===== config.mk =====
export PLATFORM = sky130hd
export DESIGN_NAME = mem_stage_ls
export DESIGN_NICKNAME = d
export VERILOG_FILES = /design/src/rtl/mem_pkg.sv /design/src/rtl/mem_lane_fmt.sv /design/src/rtl/mem_stage_ls.sv
export SDC_FILE = /design/constraint.sdc
export NUM_CORES = 1
export LEC_CHECK = 0
export ABC_AREA = 1
export CORE_ASPECT_RATIO = 1.2
export CORE_MARGIN = 8
export CORE_UTILIZATION = 50
export CTS_CLUSTER_SIZE = 14
export DETAILED_ROUTE_END_ITERATION = 10
export MAX_ROUTING_LAYER = met4
export PLACE_DENSITY_LB_ADDON = 0.2
export SLEW_MARGIN = 20
export SYNTH_ARGS = -nofsm -noshare
export SYNTH_HDL_FRONTEND = slang
export SYNTH_HIERARCHICAL = 1
export SYNTH_SLANG_ARGS = --single-unit

===== constraint.sdc =====
create_clock -name clk -period 5.4 [get_ports clk]
set_input_delay 1.08 -clock clk [delete_from_list [all_inputs] [get_ports clk]]
set_output_delay 1.08 -clock clk [all_outputs]
set_load 0.02 [all_outputs]

===== src/rtl/mem_pkg.sv =====
// rtl/mem_pkg.sv - op codes, FSM state encoding and op-decode helpers for mem_stage_ls
package mem_pkg;

    localparam int MEM_OP_W = 4;

    // Memory op codes; 9..15 are unused and behave like OP_NONE.
    localparam logic [MEM_OP_W-1:0] OP_NONE = 4'd0,
                                    OP_LB   = 4'd1,
                                    OP_LBU  = 4'd2,
                                    OP_LH   = 4'd3,
                                    OP_LHU  = 4'd4,
                                    OP_LW   = 4'd5,
                                    OP_SB   = 4'd6,
                                    OP_SH   = 4'd7,
                                    OP_SW   = 4'd8;

    typedef enum logic {
        ST_IDLE = 1'b0,
        ST_WAIT = 1'b1
    } state_t;

    typedef enum logic [1:0] {
        SZ_NONE = 2'd0,
        SZ_BYTE = 2'd1,
        SZ_HALF = 2'd2,
        SZ_WORD = 2'd3
    } size_t;

    function automatic logic is_load(input logic [MEM_OP_W-1:0] op);
        return (op == OP_LB) || (op == OP_LBU) || (op == OP_LH) ||
               (op == OP_LHU) || (op == OP_LW);
    endfunction

    function automatic logic is_store(input logic [MEM_OP_W-1:0] op);
        return (op == OP_SB) || (op == OP_SH) || (op == OP_SW);
    endfunction

    function automatic logic is_signed_load(input logic [MEM_OP_W-1:0] op);
        return (op == OP_LB) || (op == OP_LH);
    endfunction

    function automatic size_t op_size(input logic [MEM_OP_W-1:0] op);
        size_t sz;
        case (op)
            OP_LB, OP_LBU, OP_SB: sz = SZ_BYTE;
            OP_LH, OP_LHU, OP_SH: sz = SZ_HALF;
            OP_LW, OP_SW:         sz = SZ_WORD;
            default:              sz = SZ_NONE;
        endcase
        return sz;
    endfunction

endpackage


===== src/rtl/mem_lane_fmt.sv =====
// rtl/mem_lane_fmt.sv - combinational byte-lane formatter: byte enables, store replication, load extension
//
// Ports:
//   op_i         memory op code
//   addr_lo_i    low two bits of the effective byte address
//   wdata_i      raw store data (rt)
//   rdata_i      raw word read from data memory
//   be_o         byte enables for the access
//   wdata_o      lane-replicated store data
//   rdata_o      selected and sign/zero-extended load result
//   misaligned_o access violates its natural alignment
module mem_lane_fmt
    import mem_pkg::*;
#(
    parameter int BIG_ENDIAN = 0
) (
    input  logic [MEM_OP_W-1:0] op_i,
    input  logic [1:0]          addr_lo_i,
    input  logic [31:0]         wdata_i,
    input  logic [31:0]         rdata_i,
    output logic [3:0]          be_o,
    output logic [31:0]         wdata_o,
    output logic [31:0]         rdata_o,
    output logic                misaligned_o
);

    // In big-endian mode lane = 3 - addr[1:0], which for two bits is addr ^ 2'b11.
    localparam logic [1:0] LANE_FLIP = (BIG_ENDIAN != 0) ? 2'b11 : 2'b00;

    size_t      size;
    logic [1:0] byte_lane;
    logic [1:0] half_lane;
    logic [7:0] rd_byte;
    logic [15:0] rd_half;

    always_comb begin
        size      = op_size(op_i);
        byte_lane = addr_lo_i ^ LANE_FLIP;
        // Lowest lane of an aligned halfword is 0 or 2; big-endian swaps which
        // pair addr[1] selects.
        half_lane = {addr_lo_i[1] ^ LANE_FLIP[1], 1'b0};
        rd_byte   = rdata_i[{byte_lane, 3'b000} +: 8];
        rd_half   = rdata_i[{half_lane, 3'b000} +: 16];

        be_o         = 4'b0000;
        wdata_o      = wdata_i;
        rdata_o      = rdata_i;
        misaligned_o = 1'b0;

        case (size)
            SZ_BYTE: begin
                be_o    = 4'b0001 << byte_lane;
                wdata_o = {4{wdata_i[7:0]}};
                rdata_o = is_signed_load(op_i) ? {{24{rd_byte[7]}}, rd_byte}
                                               : {24'h0, rd_byte};
            end
            SZ_HALF: begin
                be_o         = 4'b0011 << half_lane;
                wdata_o      = {2{wdata_i[15:0]}};
                rdata_o      = is_signed_load(op_i) ? {{16{rd_half[15]}}, rd_half}
                                                    : {16'h0, rd_half};
                misaligned_o = addr_lo_i[0];
            end
            SZ_WORD: begin
                be_o         = 4'b1111;
                misaligned_o = |addr_lo_i;
            end
            default: ;
        endcase
    end

endmodule


===== src/rtl/mem_stage_ls.sv =====
// rtl/mem_stage_ls.sv - MEM pipeline stage with registered MEM/WB output and data-memory load/store engine
//
// Ports:
//   clk, rst_n                       clock, synchronous active-low reset
//   in_valid / in_ready              EX/MEM entry handshake (ready only in IDLE)
//   mem_op_in, mem_addr_in,
//   mem_wdata_in                     memory op, byte address, store data
//   w_reg_*_in, hi_in, lo_in,
//   hilo_wen_in                      GPR and HI/LO write-back fields of the entry
//   dmem_req/we/addr/be/wdata        data-memory request, held stable while dmem_req
//   dmem_ack, dmem_rdata             request completion and read word
//   stall_req                        high while an access is outstanding
//   out_valid, w_reg_*_out, hi_out,
//   lo_out, hilo_wen_out             registered MEM/WB entry, one-cycle pulse
//   exc_adel, exc_ades, exc_badvaddr address-error flags and faulting address
module mem_stage_ls
    import mem_pkg::*;
#(
    parameter int REG_ADDR_W = 5,
    parameter int DATA_W     = 32,
    parameter int MEM_ADDR_W = 32,
    parameter int BIG_ENDIAN = 0
) (
    input  logic                  clk,
    input  logic                  rst_n,
    input  logic                  in_valid,
    output logic                  in_ready,
    input  logic [MEM_OP_W-1:0]   mem_op_in,
    input  logic [MEM_ADDR_W-1:0] mem_addr_in,
    input  logic [DATA_W-1:0]     mem_wdata_in,
    input  logic [REG_ADDR_W-1:0] w_reg_addr_in,
    input  logic [DATA_W-1:0]     w_reg_data_in,
    input  logic                  w_reg_en_in,
    input  logic [DATA_W-1:0]     hi_in,
    input  logic [DATA_W-1:0]     lo_in,
    input  logic                  hilo_wen_in,
    output logic                  dmem_req,
    output logic                  dmem_we,
    output logic [MEM_ADDR_W-1:0] dmem_addr,
    output logic [3:0]            dmem_be,
    output logic [DATA_W-1:0]     dmem_wdata,
    input  logic                  dmem_ack,
    input  logic [DATA_W-1:0]     dmem_rdata,
    output logic                  stall_req,
    output logic                  out_valid,
    output logic [REG_ADDR_W-1:0] w_reg_addr_out,
    output logic [DATA_W-1:0]     w_reg_data_out,
    output logic                  w_reg_en_out,
    output logic [DATA_W-1:0]     hi_out,
    output logic [DATA_W-1:0]     lo_out,
    output logic                  hilo_wen_out,
    output logic                  exc_adel,
    output logic                  exc_ades,
    output logic [MEM_ADDR_W-1:0] exc_badvaddr
);

    if (DATA_W != 32) begin : g_bad_data_w
        $error("mem_stage_ls: DATA_W must be 32");
    end

    state_t                state_q, state_d;
    logic                  out_valid_q, out_valid_d;
    logic [REG_ADDR_W-1:0] wb_addr_q, wb_addr_d;
    logic [DATA_W-1:0]     wb_data_q, wb_data_d;
    logic                  wb_en_q, wb_en_d;
    logic [DATA_W-1:0]     hi_q, hi_d, lo_q, lo_d;
    logic                  hilo_wen_q, hilo_wen_d;
    logic                  adel_q, adel_d, ades_q, ades_d;
    logic [MEM_ADDR_W-1:0] badvaddr_q, badvaddr_d;
    logic                  req_q, req_d, we_q, we_d;
    logic [MEM_ADDR_W-1:0] daddr_q, daddr_d;
    logic [3:0]            be_q, be_d;
    logic [DATA_W-1:0]     dwdata_q, dwdata_d;

    // Entry parked while its memory access is outstanding.
    logic [MEM_OP_W-1:0]   ent_op_q, ent_op_d;
    logic [1:0]            ent_alo_q, ent_alo_d;
    logic [REG_ADDR_W-1:0] ent_waddr_q, ent_waddr_d;
    logic [DATA_W-1:0]     ent_wdata_q, ent_wdata_d;
    logic                  ent_wen_q, ent_wen_d;
    logic [DATA_W-1:0]     ent_hi_q, ent_hi_d, ent_lo_q, ent_lo_d;
    logic                  ent_hwen_q, ent_hwen_d;

    logic [MEM_OP_W-1:0]   fmt_op;
    logic [1:0]            fmt_alo;
    logic [3:0]            fmt_be;
    logic [DATA_W-1:0]     fmt_wdata, fmt_rdata;
    logic                  fmt_misaligned;
    logic                  op_is_mem;

    // One formatter serves both phases: the incoming op while IDLE (enables,
    // store data, alignment) and the parked op while WAIT (load extension).
    assign fmt_op    = (state_q == ST_IDLE) ? mem_op_in : ent_op_q;
    assign fmt_alo   = (state_q == ST_IDLE) ? mem_addr_in[1:0] : ent_alo_q;
    assign op_is_mem = is_load(mem_op_in) || is_store(mem_op_in);

    mem_lane_fmt #(
        .BIG_ENDIAN (BIG_ENDIAN)
    ) u_lane_fmt (
        .op_i         (fmt_op),
        .addr_lo_i    (fmt_alo),
        .wdata_i      (mem_wdata_in),
        .rdata_i      (dmem_rdata),
        .be_o         (fmt_be),
        .wdata_o      (fmt_wdata),
        .rdata_o      (fmt_rdata),
        .misaligned_o (fmt_misaligned)
    );

    always_comb begin
        state_d     = state_q;
        out_valid_d = 1'b0;
        wb_addr_d   = '0;
        wb_data_d   = '0;
        wb_en_d     = 1'b0;
        hi_d        = '0;
        lo_d        = '0;
        hilo_wen_d  = 1'b0;
        adel_d      = 1'b0;
        ades_d      = 1'b0;
        badvaddr_d  = '0;
        req_d       = req_q;
        we_d        = we_q;
        daddr_d     = daddr_q;
        be_d        = be_q;
        dwdata_d    = dwdata_q;
        ent_op_d    = ent_op_q;
        ent_alo_d   = ent_alo_q;
        ent_waddr_d = ent_waddr_q;
        ent_wdata_d = ent_wdata_q;
        ent_wen_d   = ent_wen_q;
        ent_hi_d    = ent_hi_q;
        ent_lo_d    = ent_lo_q;
        ent_hwen_d  = ent_hwen_q;

        case (state_q)
            ST_IDLE: begin
                if (in_valid) begin
                    if (op_is_mem && fmt_misaligned) begin
                        // Address error: no bus access and write-backs suppressed.
                        out_valid_d = 1'b1;
                        wb_addr_d   = w_reg_addr_in;
                        wb_data_d   = w_reg_data_in;
                        hi_d        = hi_in;
                        lo_d        = lo_in;
                        adel_d      = is_load(mem_op_in);
                        ades_d      = is_store(mem_op_in);
                        badvaddr_d  = mem_addr_in;
                    end else if (op_is_mem) begin
                        state_d     = ST_WAIT;
                        req_d       = 1'b1;
                        we_d        = is_store(mem_op_in);
                        daddr_d     = {mem_addr_in[MEM_ADDR_W-1:2], 2'b00};
                        be_d        = fmt_be;
                        dwdata_d    = fmt_wdata;
                        ent_op_d    = mem_op_in;
                        ent_alo_d   = mem_addr_in[1:0];
                        ent_waddr_d = w_reg_addr_in;
                        ent_wdata_d = w_reg_data_in;
                        ent_wen_d   = w_reg_en_in;
                        ent_hi_d    = hi_in;
                        ent_lo_d    = lo_in;
                        ent_hwen_d  = hilo_wen_in;
                    end else begin
                        out_valid_d = 1'b1;
                        wb_addr_d   = w_reg_addr_in;
                        wb_data_d   = w_reg_data_in;
                        wb_en_d     = w_reg_en_in;
                        hi_d        = hi_in;
                        lo_d        = lo_in;
                        hilo_wen_d  = hilo_wen_in;
                    end
                end
            end
            ST_WAIT: begin
                if (dmem_ack) begin
                    state_d     = ST_IDLE;
                    req_d       = 1'b0;
                    out_valid_d = 1'b1;
                    wb_addr_d   = ent_waddr_q;
                    wb_data_d   = is_load(ent_op_q) ? fmt_rdata : ent_wdata_q;
                    wb_en_d     = ent_wen_q;
                    hi_d        = ent_hi_q;
                    lo_d        = ent_lo_q;
                    hilo_wen_d  = ent_hwen_q;
                end
            end
            default: state_d = ST_IDLE;
        endcase
    end

    always_ff @(posedge clk) begin
        if (!rst_n) begin
            state_q     <= ST_IDLE;
            out_valid_q <= 1'b0;
            wb_addr_q   <= '0;
            wb_data_q   <= '0;
            wb_en_q     <= 1'b0;
            hi_q        <= '0;
            lo_q        <= '0;
            hilo_wen_q  <= 1'b0;
            adel_q      <= 1'b0;
            ades_q      <= 1'b0;
            badvaddr_q  <= '0;
            req_q       <= 1'b0;
            we_q        <= 1'b0;
            daddr_q     <= '0;
            be_q        <= '0;
            dwdata_q    <= '0;
            ent_op_q    <= OP_NONE;
            ent_alo_q   <= '0;
            ent_waddr_q <= '0;
            ent_wdata_q <= '0;
            ent_wen_q   <= 1'b0;
            ent_hi_q    <= '0;
            ent_lo_q    <= '0;
            ent_hwen_q  <= 1'b0;
        end else begin
            state_q     <= state_d;
            out_valid_q <= out_valid_d;
            wb_addr_q   <= wb_addr_d;
            wb_data_q   <= wb_data_d;
            wb_en_q     <= wb_en_d;
            hi_q        <= hi_d;
            lo_q        <= lo_d;
            hilo_wen_q  <= hilo_wen_d;
            adel_q      <= adel_d;
            ades_q      <= ades_d;
            badvaddr_q  <= badvaddr_d;
            req_q       <= req_d;
            we_q        <= we_d;
            daddr_q     <= daddr_d;
            be_q        <= be_d;
            dwdata_q    <= dwdata_d;
            ent_op_q    <= ent_op_d;
            ent_alo_q   <= ent_alo_d;
            ent_waddr_q <= ent_waddr_d;
            ent_wdata_q <= ent_wdata_d;
            ent_wen_q   <= ent_wen_d;
            ent_hi_q    <= ent_hi_d;
            ent_lo_q    <= ent_lo_d;
            ent_hwen_q  <= ent_hwen_d;
        end
    end

    assign in_ready       = (state_q == ST_IDLE);
    assign stall_req      = (state_q == ST_WAIT);
    assign dmem_req       = req_q;
    assign dmem_we        = we_q;
    assign dmem_addr      = daddr_q;
    assign dmem_be        = be_q;
    assign dmem_wdata     = dwdata_q;
    assign out_valid      = out_valid_q;
    assign w_reg_addr_out = wb_addr_q;
    assign w_reg_data_out = wb_data_q;
    assign w_reg_en_out   = wb_en_q;
    assign hi_out         = hi_q;
    assign lo_out         = lo_q;
    assign hilo_wen_out   = hilo_wen_q;
    assign exc_adel       = adel_q;
    assign exc_ades       = ades_q;
    assign exc_badvaddr   = badvaddr_q;

endmodule


Yosys cells after proc, flatten, opt, wreduce, memory -nomap -nowiden --
Memory sizes are Yosys's and may differ from the RTL's. Index checks and enable logic that the tools add are counted.
Operators by class: eq/ne operators 22, shift operators 4, mux-type cells 54, bitwise gates (word level) 4, reduce and logical (&&, ||, !) cells 17
Operator list (count):
- 2-to-1 mux 32 bit | 15
- case mux 32 bit (2 select lines) | 5
- indexed part select 32 x 6 -> 16 bit | 1
- indexed part select 32 x 6 -> 8 bit | 1
- == test 4 x 3 -> 1 bit (second input constant) | 6
- == test 4 x 2 -> 1 bit (second input constant) | 5
- 2-to-1 mux 1 bit | 20
- 2-to-1 mux 5 bit | 4
- == test 4 x 1 -> 1 bit (second input constant) | 3
- logical OR 1 bit | 12
- case mux 1 bit (2 select lines) | 6
- case mux 4 bit (3 select lines) | 1
- case mux 5 bit (2 select lines) | 1
- AND reduction 4 bit | 2
- != test 2 bit (second input constant) | 3
- == test 2 bit (second input constant) | 2
- == test 4 bit (second input constant) | 1
- 2-to-1 mux 4 bit | 1
- NOT 1 bit | 4
- OR reduction 4 bit | 1
- left shift 1 x 2 -> 4 bit (first input constant) | 1
- left shift 2 x 2 -> 4 bit (first input constant) | 1
- == test 2 x 1 -> 1 bit (second input constant) | 1
- 2-to-1 mux 2 bit | 1
- 3 further kinds | 3
Storage, ports and cells: flip-flop bits (word level) 316, ROM bits 32, input port bits 207, output and inout port bits 210, word-level logic and storage cells 126, memories kept 1
Memories:
- (no name shown) | depth 16, width 2, rd ports 1, clocked after memory_dff 0, wr ports 0, line mem_pkg.sv:44 | case (op)

Longest topological paths before layout --
Gate-level depths: netlist of run 1.
word-level depth 10, gate-level depth with buffers 21, mapped depth without buffers 18

Hierarchy --
The synthesis of run 1 kept the hierarchy.
By module, submodules not included:
- mem_stage_ls | times used 1, cells each 1423, area an instance 11397.2 um^2, seq. area each 6326.1 um^2
- mem_lane_fmt | times used 1, cells each 304, area an instance 1455.1 um^2, seq. area each 0.0 um^2

Least setup slack after synthesis of run 1 --
No wires, ideal clock.
path type input to register, start input port mem_op_in[0], end register dwdata_q[6], in the netlist dmem_wdata[6], library setup time 0.116 ns, arrival 3.155 ns, data required time 5.284 ns, slack 2.129 ns, cell stages on the path 15, buffers on the path 2, cell sequence nand2_1 > o21ai_0 > inv_1 > ha_1 > o21ai_0 > ha_1 > nand2_1 > a21oi_1 > nor2_2 > nand2_4 > inv_2 > buf_6 > buf_4 > nor2_1 > nor2_1
On the way: elaborated cells on any way between the ends 23, those cells by class 10 x eq/ne; 2 x mux; 1 x bitwise; 9 x reduce/logical; 1 x memory
RTL lines:
- start: declaration | line mem_stage_ls.sv:28 | input logic [MEM_OP_W-1:0] mem_op_in,
- 2-to-1 mux 4 bit * | line mem_stage_ls.sv:93 | assign fmt_op = (state_q == ST_IDLE) ? mem_op_in : ent_op_q;
- net fmt_op[0] | line mem_stage_ls.sv:84 | logic [MEM_OP_W-1:0] fmt_op;
- memory (16 x 2 bit) *
- == test 2 bit | line mem_lane_fmt.sv:50 | case (size)
- case mux 1 bit (2 select lines) * | line mem_lane_fmt.sv:50
- net fmt_misaligned | line mem_stage_ls.sv:88 | logic fmt_misaligned;
- logical AND 1 bit * | line mem_stage_ls.sv:139 | if (op_is_mem && fmt_misaligned) begin
- NOT 1 bit (no source line) *
- AND reduction 4 bit (no source line) *
- end signal: assignment | line mem_stage_ls.sv:234 | dwdata_q <= dwdata_d;
- end: declaration | line mem_stage_ls.sv:73 | logic [DATA_W-1:0] dwdata_q, dwdata_d;
Mark *: on every way through the listed nets, which the timed path passes. The rest lies on a longest branch. A chain may end at the register's enable or synchronous reset.

Final worst setup path of run 1 --
start input port mem_op_in[2], end register wb_data_q[17], in the netlist w_reg_data_out[17]
On the way: elaborated cells on any way between the ends 34, those cells by class 13 x eq/ne; 11 x mux; 9 x reduce/logical; 1 x memory
RTL lines:
- 2-to-1 mux 4 bit * | line mem_stage_ls.sv:93
- net fmt_op[2] | line mem_stage_ls.sv:84
- memory (16 x 2 bit) *
- == test 2 bit | line mem_lane_fmt.sv:50
- case mux 1 bit (2 select lines) * | line mem_lane_fmt.sv:50
- net fmt_misaligned | line mem_stage_ls.sv:88
- logical AND 1 bit * | line mem_stage_ls.sv:139
- 2-to-1 mux 32 bit * | line mem_stage_ls.sv:139
- 2-to-1 mux 32 bit * | line mem_stage_ls.sv:138 | if (in_valid) begin
- case mux 32 bit (2 select lines) * | line mem_stage_ls.sv:136 | case (state_q)
- end signal: assignment | line mem_stage_ls.sv:222 | wb_data_q <= wb_data_d;
- end: declaration | line mem_stage_ls.sv:64 | logic [DATA_W-1:0] wb_data_q, wb_data_d;
Marked as above.

==> results of run 1 <==
per-layer routing:
metal / vias to the layer above / wire length [µm] / GRT usage
met4: 0 / 2130 / 0.123
met1: 6112 / 17000 / 0.319
li1: 6263 / - / -
met2: 654 / 21200 / 0.455
met3: 127 / 3960 / 0.0652
met5: - / 0 / -
cells in the mapped netlist, drive strengths merged, types with 3 or more instances:
cell type,instances,share of area
buf,81,0.043
nand4,5,0.0024
inv,102,0.030
o21a,30,0.018
o22ai,10,0.0049
a31oi,3,0.0015
dfxtp,316,0.49
nor2,384,0.11
nand2,226,0.072
ha,7,0.0068
a21oi,155,0.060
o21ai,230,0.090
nor4,3,0.0019
nand3,113,0.044
clkbuf,53,0.015
through the flow:
stage | area, µm² | cells | utilization
floorplan | 12900 | 1728 | -
global placement | 16900 | 2356 | 0.664
detailed placement | 16900 | 2356 | 0.664
CTS | 17800 | 2413 | 0.703
global route | 17900 | 2420 | 0.704
finish | 17900 | 2422 | 0.704
state kept, by name (all words and copies together), names as in the netlist, 2 cells and up:
name            cells
dmem_addr          30
ent_lo_q           32
ent_wdata_q        32
ent_op_q            4
lo_out             32
w_reg_data_out     32
w_reg_addr_out      5
ent_waddr_q         5
ent_alo_q           2
ent_hi_q           32
dmem_be             4
exc_badvaddr       32
dmem_wdata         32
hi_out             32
layout make-up:
cell class,count,area (µm²),share of cell area
inverter,103,402,0.0225
antenna,9,22.5,0.00126
tap,330,413,0.0231
clock inverter,7,53.8,0.00301
sequential,316,6330,0.354
clock buffer,50,927,0.0519
timing repair buffer,432,4330,0.242
multi-input combinational,1175,5400,0.302
worst min-delay path by stage:
stage,startpoint,endpoint,cells after the start
6_report,ent_lo_q[28],lo_out[28],2
5_1_grt,ent_lo_q[28],lo_out[28],2
4_1_cts,ent_hi_q[0],hi_out[0],2
2_1_floorplan,ent_hi_q[26],hi_out[26],2
3_5_place_dp,ent_hi_q[7],hi_out[7],2
3_3_place_gp,ent_lo_q[0],lo_out[0],2
where the power goes:
group | switching (mW) | internal [mW]
registers | 0.0850 | 2.52
logic | 0.844 | 0.550
clock network | 0.900 | 1.17
total | 1.83 | 4.24
worst min-delay path, delay by kind of cell, from the launching register on:
family             cells  cell delay, ns
and+or+nand+nor        1            0.06
AOI/OAI and AO/OA      1            0.05
DFF                    1            0.31
kinds of logic after synthesis:
family	Yosys count
fa+ha+maj	7
simple gates	733
flops	316
compound gates	433
other cells	1
buf+inv	237
==> run summary, run 1 <==
Pin count of the biggest net entering global routing - 178
Hold WC Path Type - flop to flop
Termination of the worst setup path - w_reg_data_out[17]
Top Ports - 417
WL per Instance - 18.3 µm
Critical path origin - mem_op_in[2]
Pleak - 6.94 nW
First-pass GRT wire length - 67.8 mm
RSZ-0062 raised after global routing - false
Count of nets after finishing - 2273
Worst rel slew slack - 0.332
IO buf count - 414
Fillers - 2066
CTS tree - built
Vias/cell - 5.43
Worst-Skew Late Latency - 0.56 ns
CTS clk-pin slew, worst paths - 0.06 ns
Highest clock rate - 0.239 GHz
Synth Area in XOR/XNOR - 0
Max clock buf depth - 3
Setup tns final - 0 ns
Synth cell types - 35
Post-synth EDFFs - 0
Post-synth ARST share - 0
Number of global-route vias before repair - 12600
CTS Sinks - 316
Setup Skew - 0.0109 ns
Hold_ws - 0.463 ns
Synth Area in Compound Gates - 0.177
Number of H-tree levels - 1
Post-synthesis mux area share - 0
Overall Power - 6.07 mW
Worst Path Buf+Inv - 6
Post-route ant nets - 0
Gate Count Post-Synth - 1727
Cell row count - 64
Most used cell, CP - inv_1
# DRC - 0
Dpl hpwl - 30.2 mm
Synth warn - 6
Mean post-synth cell area - 7.44 µm²
R2r endpoint - w_reg_data_out[17]
Chip Width - 162 µm
Commonest cells after routing, fill and taps aside - 413 x clkdlybuf4s50_1, 379 x nor2_1, 316 x dfxtp_1
Least-Margin Pin Slew - 1.00 ns
WP data arrival - 4.66 ns
CTS Hold Buffers Added - 0
Synth Area in Simple Gates - 0.234
Endpoints failing hold - 0
CP peak stage delay - 0.50 ns
Gates resized, CTS repair - 0
Crit path depth - 15
Crit-path max FO - 36
Vert. Die Dim - 192 µm
CP Capture Type - flop
Crit-path cells - clkdlybuf4s50_1, inv_1, o21ai_0, inv_1, nor2_1, inv_1, a31oi_1, ha_1, nand2_1, a21oi_1, inv_1, nand2_4, buf_4, nand3_1, a21oi_1
Ys flop type - dfxtp_1
Routed vias - 13200
Combinational family with the most area after synthesis - simple AND/OR/NAND/NOR gates
Core area - 25400 µm²
Adder-Cell Fraction of Synth Area - 0.00681
Period Utilization, post-route - 0.774
Die area - 31100 µm²
Register area share after synthesis - 0.492
Critical path data required time - 5.88 ns
Worst R2R Start - stall_req
Setup Buffers After CTS - 0
MaxCap Viol Count - 0
Pwr Density - 340 nW/µm²
Seq cells post-synth - 316
Share of layout cells above drive strength 1 - 0.0518
Reg2Reg Depth - 13
CTS Buf Count - 31
Crit path time final - 4.18 ns
GRT Util Overall - 0.277
Gpl congestion - 0.925
Area grow syn2layout - 39.1%
DRT Wirelength - 44.3 mm
CP delay by family, top - buffers and inverters
TritonRoute pass-1 iters - 5
Final setup fails - 0
Initial Utilization - 0.506
Final WS setup - 1.22 ns
Number of max-slew violations in the final report - 0
Worst R2R Setup Slack - 1.45 ns
Status - complete, no violations
Place WS - 0.715 ns
CTS root buf - clkbuf_16
Setup CP Type - input pin to flop
VDD IR-drop max - 0.317 mV
Post-Syn Area - 12900 µm²
Commonest non-fill, non-tap cell in the layout - clkdlybuf4s50_1
Detailed router's first-iteration violation count - 934
Initial antenna violation count - 7
Grt total ovfl - 0
Startpoint Class - input pin
Critical path's slowest cell - clkdlybuf4s50_1
Note: power is estimated with default switching activity, not from simulation.
==> run 2, diff against run 1 <==
Settings changed: CORE_UTILIZATION 50 to 46.
Clock period 5.4 ns to 3.9 ns, I/O delays scaled along.
==> run 2 against run 1 <==
  * Critical path depth down 2
  * Via count down 1.6%
  * Routed wire length down 0.60%
  * Worst setup slack worse by 0.78 ns
  * Highest routed layer unchanged
==> run summary, run 2 (synthesis gave the netlist of run 1 again) <==
TritonRoute pass-1 iters - 8
CTS Sinks - 316
Pleak - 7.11 nW
Critical path's slowest cell - dfxtp_1
Startpoint Class - flop
Top Ports - 417
Worst-Skew Late Latency - 0.57 ns
Crit-path max FO - 53
Core area - 27700 µm²
Pwr Density - 482 nW/µm²
Detailed router's first-iteration violation count - 1101
Commonest cells after routing, fill and taps aside - 413 x clkdlybuf4s50_1, 379 x nor2_1, 316 x dfxtp_1
VDD IR-drop max - 0.379 mV
CTS tree - built
Status - complete, no violations
Placed instance count - 2424
Setup Buffers After CTS - 0
Grt total ovfl - 0
Cell Count, Final, Fillers Out - 2488
CP peak stage delay - 0.60 ns
CTS root buf - clkbuf_16
Critical path data required time - 4.41 ns
GR peak layer - met2
Crit path time final - 3.46 ns
Share of layout cells above drive strength 1 - 0.0619
# DRC - 0
Number of global-route vias before repair - 12700
RSZ-0062 raised after global routing - false
Vias/cell - 5.21
Hold WC Path Type - flop to flop
CTS Hold Buffers Added - 0
Overall Power - 8.82 mW
WP data arrival - 3.97 ns
Met2 Use GR - 0.424
Highest clock rate - 0.289 GHz
Worst rel slew slack - 0.400
Setup CP Type - flop to flop
Post-route ant nets - 0
Fillers - 2367
Final Instance Area - 18300 µm²
Place WS - -0.0988 ns
Area grow syn2layout - 42.3%
Cell row count - 67
Dpl hpwl - 30.6 mm
WL per Instance - 17.7 µm
CTS Buf Count - 31
DRT Wirelength - 44.0 mm
Gpl congestion - 0.890
Final WS setup - 0.440 ns
First-pass GRT wire length - 67.5 mm
Initial Utilization - 0.463
Most used cell, CP - o21ai_0
CP Capture Type - flop
Final setup fails - 0
GRT Util Overall - 0.255
Met1 GRT Util - 0.287
Gates resized, CTS repair - 0
Placed cell areas - 17200 µm²
Number of max-slew violations in the final report - 0
Least-Margin Pin Slew - 0.900 ns
CTS clk-pin slew, worst paths - 0.06 ns
Period Utilization, post-route - 0.887
Routed vias - 13000
MaxCap Viol Count - 0
Max clock buf depth - 3
Vert. Die Dim - 199 µm
Number of H-tree levels - 1
Die area - 33600 µm²
Pin count of the biggest net entering global routing - 103
Initial antenna violation count - 8
Met3 GRT Util - 0.0678
Commonest non-fill, non-tap cell in the layout - clkdlybuf4s50_1
Chip Width - 169 µm
Crit-path cells - inv_4, o21ai_0, inv_1, ha_1, o21ai_0, ha_1, nand2_1, a21oi_1, nor2_2, nand2_4, buf_4, o21ai_0, nor2_1
Setup Skew - 0.00660 ns
Count of nets after finishing - 2292
IO buf count - 414
Endpoints failing hold - 0
Hold_ws - 0.464 ns
==> run 2: cell count changes in the layout (fill, tap and decap cells not counted) <==
cell        previous run  this run
diode_2                9         8
clkinv_4               2         1
clkbuf_1              11         7
clkinvlp_4             0         2
clkbuf_8               8         4
buf_12                 4        12
buf_4                 15        26
bufinv_16              0         6
==> run 2: layer usage <==
layer	routed length, µm	vias up
met3	3840	109
met4	1830	0
li1	-	6290
met2	21100	584
met5	0	-
met1	17200	5968
==> run 2: where the power goes <==
group          switching, mW  internal (mW)
clock                   1.28           1.94
sequential             0.116           3.48
combinational           1.18          0.818
total                   2.58           6.24
==> run 2: worst paths after layout <==
check              startpoint           end  slack [ns]  cells after the start
setup / recovery    stall_req  ent_lo_q[22]        0.44                     13
hold / removal    ent_lo_q[9]     lo_out[9]        0.46                      2
setup reg to reg    stall_req  ent_lo_q[22]        0.44                     13
hold reg to reg   ent_lo_q[9]     lo_out[9]        0.46                      2
==> run 2: area by class of cell <==
cell class,count,area (µm²),area share
multi-input combinational,1175,5400,0.295
sequential,316,6330,0.346
tap,379,474,0.0259
clock inverter,14,240,0.0131
timing repair buffer,451,4570,0.250
clock buffer,42,857,0.0469
inverter,103,402,0.0220
antenna,8,20.0,0.00109
==> run 2: critical path: cells and delay by family (launching register included) <==
kind            cells  cell delay, ns
flops               1            0.60
buf+inv             3            0.64
fa+ha+maj           2            0.53
simple gates        4            0.43
compound gates      4            1.16
==> run 2: stage by stage <==
| stage | TNS [ns] | utilization |
|---|---|---|
| after floorplan | 0 | - |
| after global placement | 0 | 0.619 |
| after detailed placement | -5.07 | 0.619 |
| after CTS | 0 | 0.658 |
| after global routing | 0 | 0.659 |
| final | 0 | 0.659 |
==> run 3, diff against run 2 <==
Settings changed: SYNTH_HIERARCHICAL 1 to unset.
==> run 3 against run 2 <==
  * Clock skew is 0.014 ns higher
  * Combinational power is 7% higher
  * Global-route usage is 0.55 points higher
  * Critical path depth is 3 higher
  * Critical endpoint is now ent_hi_q[5]
  * Largest cell class unchanged
  * Largest power group unchanged
==> run summary, run 3 <==
Yosys top cell by area - dfxtp_1
Worst-Skew Late Latency - 0.51 ns
Most frequent cells after synthesis - 518 x nand2_1, 340 x a21oi_1, 316 x dfxtp_1
GRT Util Overall - 0.261
Crit-path max FO - 56
Gates resized, CTS repair - 0
Ys flop type - dfxtp_1
Number of H-tree levels - 2
Commonest cells after routing, fill and taps aside - 518 x nand2_1, 413 x clkdlybuf4s50_1, 340 x a21oi_1
Mean post-synth cell area - 7.49 µm²
Most used cell, CP - inv_1
MaxCap Viol Count - 0
Cell Count, Final, Fillers Out - 2374
DRT Wirelength - 42.7 mm
Setup Skew - 0.0209 ns
Synth warn - 0
Area contributors post-synth - dfxtp_1 52%, nand2_1 16%, a21oi_1 14%
CP Capture Type - flop
First-pass GRT wire length - 65.5 mm
Pin count of the biggest net entering global routing - 111
Area taken by multi-input logic gates - 4970 µm²
Highest clock rate - 0.306 GHz
Number of global-route vias before repair - 11900
Commonest non-fill, non-tap cell in the layout - nand2_1
Area grow syn2layout - 44.9%
Initial antenna violation count - 6
Core area - 26300 µm²
Seq cells post-synth - 316
CTS Sinks - 316
Pleak - 6.84 nW
Final setup fails - 0
WP data arrival - 3.68 ns
# DRC - 0
Reg area - 6330 µm²
Count of nets after finishing - 2226
Crit path time final - 3.27 ns
Pwr Density - 499 nW/µm²
Setup CP Type - input pin to flop
CTS Hold Buffers Added - 0
Crit-path cells - clkdlybuf4s50_1, inv_1, o21ai_0, inv_1, ha_1, o21ai_0, inv_1, ha_1, inv_1, nor2_2, a21oi_4, nand3_4, inv_6, buf_12, nand2_1, a21oi_1
WL per Instance - 18.0 µm
CTS clk-pin slew, worst paths - 0.06 ns
Post-synth ARST share - 0
VDD IR-drop max - 0.351 mV
Initial Utilization - 0.468
CTS root buf - clkbuf_16
Worst rel slew slack - 0.298
Die area - 32200 µm²
Startpoint Class - input pin
Routed vias - 12400
Status - complete, no violations
TritonRoute pass-1 iters - 5
Hold WC Path Type - flop to flop
IO buf count - 414
Gpl congestion - 0.890
Setup Buffers After CTS - 0
Post-Syn Area - 12300 µm²
Post-synth EDFFs - 0
Number of max-slew violations in the final report - 0
Dpl hpwl - 30.0 mm
Least-Margin Pin Slew - 1.05 ns
Register area share after synthesis - 0.515
Count leader, synth - nand2_1
CP delay by family, top - buffers and inverters
Max clock buf depth - 3
Detailed router's first-iteration violation count - 1139
CTS Buf Count - 34
Worst Path Buf+Inv - 7
Critical path's slowest cell - clkdlybuf4s50_1
Vert. Die Dim - 195 µm
Post-synth top area share - 0.515
Critical path data required time - 4.31 ns
CP peak stage delay - 0.50 ns
Vias/cell - 5.20
Fillers - 2174
Setup tns final - 0 ns
Synth cell types - 31
Cell row count - 65
Post-route ant nets - 0
Period Utilization, post-route - 0.838
Share of layout cells above drive strength 1 - 0.0522
RSZ-0062 raised after global routing - false
Gate Count Post-Synth - 1639
Grt total ovfl - 0
Top Ports - 417
CTS tree - built
Endpoints failing hold - 0
Chip Width - 165 µm
Placed instance count - 2311
==> run 3: worst paths after layout <==
path,from,slack [ns],endpoint,cells after the start
max,mem_op_in[0],0.63,ent_hi_q[5],16
min,ent_wdata_q[7],0.45,ent_wdata_q[7],2
max reg2reg,stall_req,0.74,ent_hi_q[5],15
min reg2reg,ent_wdata_q[7],0.45,ent_wdata_q[7],2
==> run 3: where the power goes <==
part           total (mW)  switching (mW)  internal (mW)
Sequential           3.61           0.115           3.49
Combinational        2.14            1.28          0.864
Clock                3.13            1.26           1.88
Total                8.88            2.65           6.23
==> run 3: metal layers <==
metal,global-route usage,routed length [µm]
met5,-,0
met4,0.0896,1330
met3,0.0812,4400
met2,0.411,20100
met1,0.309,16800
==> run 3: layout make-up <==
type | count | area share
antenna | 7 | 0.000984
clock buffer | 51 | 0.0576
clock inverter | 5 | 0.00323
inverter | 117 | 0.0253
multi-input combinational | 1093 | 0.279
sequential | 316 | 0.355
tap | 335 | 0.0235
timing repair buffer | 450 | 0.255
==> run 3: kinds of logic (layout without fill, tap and decap cells) <==
family / Yosys count / in the layout / synth area share
flops: 316 / 316 / 0.515
fa+ha+maj: 7 / 7 / 0.00713
simple gates: 601 / 601 / 0.192
buf+inv: 231 / 623 / 0.0820
other cells: 1 / 9 / 0.000305
compound gates: 483 / 483 / 0.203
==> run 3: worst register-to-register path: stages, from the launching register on <==
cell,delay (ns)
dfxtp_1,0.69
nand2_1,0.12
o21ai_0,0.13
inv_1,0.10
ha_1,0.27
o21ai_0,0.23
inv_1,0.10
ha_1,0.19
inv_1,0.08
nor2_2,0.05
a21oi_4,0.18
nand3_4,0.15
inv_6,0.21
buf_12,0.29
nand2_1,0.12
a21oi_1,0.16
==> run 3: per-stage QoR <==
step	util	total power [mW]	setup WS, ns	cell area (µm²)	hold WS (ns)
6_report	0.678	8.88	0.634	17800	0.449
5_1_grt	0.678	9.29	0.333	17800	0.473
4_1_cts	0.677	8.93	0.645	17800	0.453
3_5_place_dp	0.636	5.80	0.148	16700	0.444
3_3_place_gp	0.636	5.77	0.256	16700	0.440
2_1_floorplan	-	4.87	0.735	12300	0.430
